<file path="src/rtl/alien_march_ctrl.sv">
// Formation march controller: paces horizontal steps from a tick time-base,
// scaled by the number of live aliens, and drops/reverses at the screen edges.
module alien_march_ctrl #(
    parameter int X_MIN  = 0,
    parameter int X_MAX  = 96,
    parameter int STEP_X = 8,
    parameter int STEP_Y = 16,
    parameter int Y_MAX  = 64
) (
    input  logic       CLK,
    input  logic       Rst,
    input  logic       Tick,
    input  logic       Enable,
    input  logic [5:0] AliveCount,
    output logic [9:0] XOff,
    output logic [9:0] YOff,
    output logic       Dir,
    output logic       StepPulse,
    output logic       Landed
);

    typedef enum logic [1:0] {
        ST_IDLE   = 2'd0,
        ST_MARCH  = 2'd1,
        ST_LANDED = 2'd2
    } state_t;

    localparam logic [10:0] X_MAX_W     = 11'(X_MAX);
    localparam logic [10:0] X_LEFT_LIM  = 11'(X_MIN) + 11'(STEP_X);
    localparam logic [10:0] Y_MAX_W     = 11'(Y_MAX);
    localparam logic [9:0]  X_MIN_10    = 10'(X_MIN);
    localparam logic [9:0]  Y_MAX_10    = 10'(Y_MAX);
    localparam logic [9:0]  STEP_X_10   = 10'(STEP_X);

    state_t      state_q, state_d;
    logic [1:0]  tc_q, tc_d;
    logic [9:0]  xoff_q, xoff_d;
    logic [9:0]  yoff_q, yoff_d;
    logic        dir_q, dir_d;
    logic        pulse_q, pulse_d;
    logic        landed_q, landed_d;

    logic [1:0]  limit_s;
    logic        step_s;
    logic [10:0] x_inc_s;
    logic [9:0]  x_dec_s;
    logic [10:0] y_inc_s;

    assign x_inc_s = {1'b0, xoff_q} + 11'(STEP_X);
    assign x_dec_s = xoff_q - STEP_X_10;
    assign y_inc_s = {1'b0, yoff_q} + 11'(STEP_Y);

    // Terminal tick count (PERIOD-1): fewer aliens march faster.
    always_comb begin
        limit_s = 2'd0;
        if (AliveCount >= 6'd24) begin
            limit_s = 2'd3;
        end else if (AliveCount >= 6'd12) begin
            limit_s = 2'd2;
        end else if (AliveCount >= 6'd4) begin
            limit_s = 2'd1;
        end else begin
            limit_s = 2'd0;
        end
    end

    // Next-state logic for the march FSM, tick counter and offsets.
    always_comb begin
        state_d  = state_q;
        tc_d     = tc_q;
        xoff_d   = xoff_q;
        yoff_d   = yoff_q;
        dir_d    = dir_q;
        pulse_d  = 1'b0;
        landed_d = landed_q;
        step_s   = 1'b0;

        case (state_q)
            ST_IDLE: begin
                if (Enable) begin
                    state_d = ST_MARCH;
                end else begin
                    state_d = ST_IDLE;
                end
            end
            ST_MARCH: begin
                // A shrinking period may leave TC already past the new limit; treat as reached.
                if (Tick && (AliveCount != 6'd0)) begin
                    if (tc_q >= limit_s) begin
                        tc_d   = 2'd0;
                        step_s = 1'b1;
                    end else begin
                        tc_d = tc_q + 2'd1;
                    end
                end else begin
                    tc_d = tc_q;
                end

                if (Enable) begin
                    state_d = ST_MARCH;
                end else begin
                    state_d = ST_IDLE;
                end

                if (step_s) begin
                    pulse_d = 1'b1;
                    if (dir_q && (x_inc_s <= X_MAX_W)) begin
                        xoff_d = x_inc_s[9:0];
                    end else if (!dir_q && ({1'b0, xoff_q} >= X_LEFT_LIM)) begin
                        xoff_d = x_dec_s;
                    end else begin
                        dir_d = ~dir_q;
                        if (y_inc_s >= Y_MAX_W) begin
                            yoff_d   = Y_MAX_10;
                            landed_d = 1'b1;
                            state_d  = ST_LANDED;
                        end else begin
                            yoff_d = y_inc_s[9:0];
                        end
                    end
                end else begin
                    pulse_d = 1'b0;
                end
            end
            ST_LANDED: begin
                state_d = ST_LANDED;
            end
            default: begin
                state_d = ST_IDLE;
            end
        endcase
    end

    // State and output registers with synchronous reset.
    always_ff @(posedge CLK) begin
        if (Rst) begin
            state_q  <= ST_IDLE;
            tc_q     <= 2'd0;
            xoff_q   <= X_MIN_10;
            yoff_q   <= 10'd0;
            dir_q    <= 1'b1;
            pulse_q  <= 1'b0;
            landed_q <= 1'b0;
        end else begin
            state_q  <= state_d;
            tc_q     <= tc_d;
            xoff_q   <= xoff_d;
            yoff_q   <= yoff_d;
            dir_q    <= dir_d;
            pulse_q  <= pulse_d;
            landed_q <= landed_d;
        end
    end

    assign XOff      = xoff_q;
    assign YOff      = yoff_q;
    assign Dir       = dir_q;
    assign StepPulse = pulse_q;
    assign Landed    = landed_q;

endmodule

</file>
<file path="config.mk">
export PLATFORM = sky130hd
export DESIGN_NAME = alien_march_ctrl
export DESIGN_NICKNAME = d
export VERILOG_FILES = /design/src/rtl/alien_march_ctrl.sv
export SDC_FILE = /design/constraint.sdc
export NUM_CORES = 1
export LEC_CHECK = 0
export ABC_AREA = 1
export CAP_MARGIN = 5
export CORE_MARGIN = 2
export CORE_UTILIZATION = 40
export CTS_BUF_LIST = sky130_fd_sc_hd__clkbuf_4 sky130_fd_sc_hd__clkbuf_8 sky130_fd_sc_hd__clkbuf_16
export CTS_CLUSTER_DIAMETER = 30
export CTS_CLUSTER_SIZE = 24
export DETAILED_ROUTE_END_ITERATION = 6
export GPL_TIMING_DRIVEN = 0
export PLACE_DENSITY = 0.69
export SLEW_MARGIN = 5
export SYNTH_ARGS = -nofsm -noshare
export SYNTH_HDL_FRONTEND = slang
export SYNTH_SLANG_ARGS = --single-unit
</file>
<file path="constraint.sdc">
create_clock -name CLK -period 1.65 [get_ports CLK]
set_input_delay 0.33 -clock CLK [delete_from_list [all_inputs] [get_ports CLK]]
set_output_delay 0.33 -clock CLK [all_outputs]
set_load 0.03 [all_outputs]
</file>
==> flow_metrics.tcl <==
set metrics [dict create \
    setup_viol 0 \
    fin_nets 262 \
    clkTransAtPathRegs_ns 0.11 \
    first_global_vias 994 \
    seq_area_um2 412 \
    cts_root_buffer "clkbuf_4" \
    drc 0 \
    track_usage 0.148 \
    die_x_um 62.0 \
    crit_chain "ha_4 > inv_2 > nand2_2 > nand2_2 > nor2_2 > nand2_2 > nand3_4 > buf_4 > nand3_2 > nand2_1 > a21oi_1" \
    critPathKind "flop to flop" \
    ir_drop_mv 0.512 \
    syn2layout_area_growth_pct 43.5 \
    wirelength_um 2910 \
    cap_viol_max_count 0 \
    yosys_register_bits 20 \
    worstPathRequired_ns 1.82 \
    fin_crit_ns 1.61 \
    place.gp.congestion 0.839 \
    numCtsBuffers 3 \
    cp-end-kind "flop" \
    grt_util_met3 0.0373 \
    arrival_ns 1.78 \
    via_count 1323 \
    nFillCells 322 \
    initial_core_util 0.410 \
    finalCritPeriodShare 0.973 \
    fp.dieH_um 62.0 \
    synth_top_area_cell "dfxtp_1" \
    critPathMaxFanout 5 \
    syn-cell-area_um2 1350 \
    p_total_uw 955 \
    p_per_area_nw_per_um2 495 \
    route.antenna.remaining_nets 0 \
    clock_latency_ns 0.30 \
    synth_edf_count 0 \
    crit_path_frequent_cell "nand2_2" \
    fin_cells 289 \
    crit_slowest_cell "dfxtp_4" \
    drt-initial-drc-count 46 \
    multiInputGateArea_um2 878 \
    finalHoldViolations 0 \
    die-area_um2 3840 \
    numPortBuffers 24 \
    hold_ws_ns 0.429 \
    fmax_ghz 0.623 \
    synth_commonest_cells "39 x nand2_1, 30 x nor2_1, 26 x inv_1" \
    async_reset_ff_frac 0 \
    ys.flop_type "dfxtp_1" \
    yosysWarnings 0 \
    fin_ws_ns 0.0445 \
    globalRoute.busiestLayer "met2" \
    post-place-ws_ns -0.702 \
    detailed_place_hpwl_um 1930 \
    antenna_found_initial 0 \
    slowest_delay_ns 0.41 \
    tritoncts "yes" \
    startpoint_type "flop" \
    grt_max_degree 12 \
    finalClockSkew_ns 0.00575 \
    clock_path_buffers 2 \
    rsz0062_at_grt "true" \
    syn_inst 193 \
    wire_per_inst_um 10.1 \
    synth_area_per_cell_um2 6.97 \
    grt_pass1_wl_um 4240 \
    synth_cell_types 29 \
    slew_violations 0 \
    diodes 0 \
    grtUsageMet1 0.179 \
    firstDrtPassIters 4 \
    clock_sinks 20 \
    yosysSeqAreaShare 0.298 \
    via_per_inst 4.58 \
    drive_gt1_frac 0.333 \
    hp-class "input pin to flop" \
    top_level_ports 33 \
    gr-total-overflow 0 \
    htreeDepth 1 \
    core_area_um2 3280 \
    placed_cells 269 \
    power.leakage_nw 1.00 \
    status "completed" \
    ys_top_cells_by_area "dfxtp_1 30%, nand2_1 11%, nor2_1 8.4%" \
    synth_most_common_cell "nand2_1" \
    grtUsageMet2 0.262 \
    synth.top_cell.area_share 0.298 \
    rows 21 \
]
==> routing by layer <==
metal,wire [um],share of wire
met3,104,0.036
met4,14,0.0048
met2,1510,0.52
met5,0,0
met1,1280,0.44
==> placed cells by master, fill, tap and decap left out, types with 4 or more instances in the layout <==
| cell | instances |
|---|---|
| nand2_4 | 4 |
| inv_2 | 6 |
| nand3_1 | 8 |
| nand2_2 | 10 |
| dlygate4sd2_1 | 15 |
| buf_4 | 19 |
| dfxtp_1 | 15 |
| clkdlybuf4s50_1 | 4 |
| buf_6 | 4 |
| a21oi_2 | 4 |
| inv_1 | 22 |
| nand2_1 | 31 |
| o21ai_0 | 5 |
| conb_1 | 7 |
| a21oi_1 | 4 |
| nor2_1 | 27 |
| nand4_1 | 6 |
| ha_1 | 6 |
==> path summary, 6_finish.rpt <==
path                            startpoint  slack, ns       to  depth (start not counted)
worst max-delay path               XOff[4]       0.04  YOff[4]                         11
worst min register to register      Landed       0.47   Landed                          2
worst max register to register     XOff[4]       0.04  YOff[4]                         11
worst min-delay path                   Rst       0.43  XOff[4]                          2
==> final cells by class <==
type / count / share of cell area
well taps: 46 / 0.0298
flip-flops and latches: 20 / 0.213
repair buffers: 39 / 0.179
multi-input cells: 140 / 0.455
plain buffers: 11 / 0.0467
clock buffers: 4 / 0.0188
inverters: 29 / 0.0577
==> critical path: cells and delay by family (launching register included) <==
family,cells,cell delay [ns]
AOI/OAI and AO/OA,1,0.06
adders and majority gates,1,0.17
buffers and inverters,2,0.18
DFF,1,0.41
and+or+nand+nor,7,0.66
==> report_power, final <==
part / switching, mW / internal [mW]
Clock: 0.148 / 0.134
Sequential: 0.00605 / 0.486
Combinational: 0.104 / 0.0774
Total: 0.258 / 0.698
==> registers in the layout (all words and copies together) (netlist names) <==
name	count
Dir	1
Landed	1
StepPulse	1
XOff	7
YOff	6
state_q	2
tc_q	2
==> stage by stage <==
stage / util / instance area [um^2] / setup TNS, ns
floorplan: - / 1370 / 0
global placement: 0.509 / 1670 / -10.65
detailed placement: 0.509 / 1670 / -11.14
CTS: 0.536 / 1760 / 0
global route: 0.588 / 1930 / -0.262
finish: 0.588 / 1930 / 0
==> kinds of logic (layout without fill, tap and decap cells) <==
| family | Yosys count | in the layout | synth area share |
|---|---|---|---|
| flops | 20 | 20 | 0.298 |
| buf+inv | 40 | 83 | 0.148 |
| other cells | 1 | 7 | 0.00279 |
| compound gates | 21 | 21 | 0.0930 |
| fa+ha+maj | 8 | 8 | 0.0744 |
| xor+xnor | 3 | 3 | 0.0195 |
| simple gates | 100 | 101 | 0.365 |
==> timing repair <==
item                                    4_1_cts  5_1_grt
resized for setup                            35       33
gates cloned                                  0        2
hold buffers                                  0        0
pin swaps                                    13       22
setup buffers                                 8        6
endpoints found under the setup margin       35       19
(Power assumes the default switching activity.)
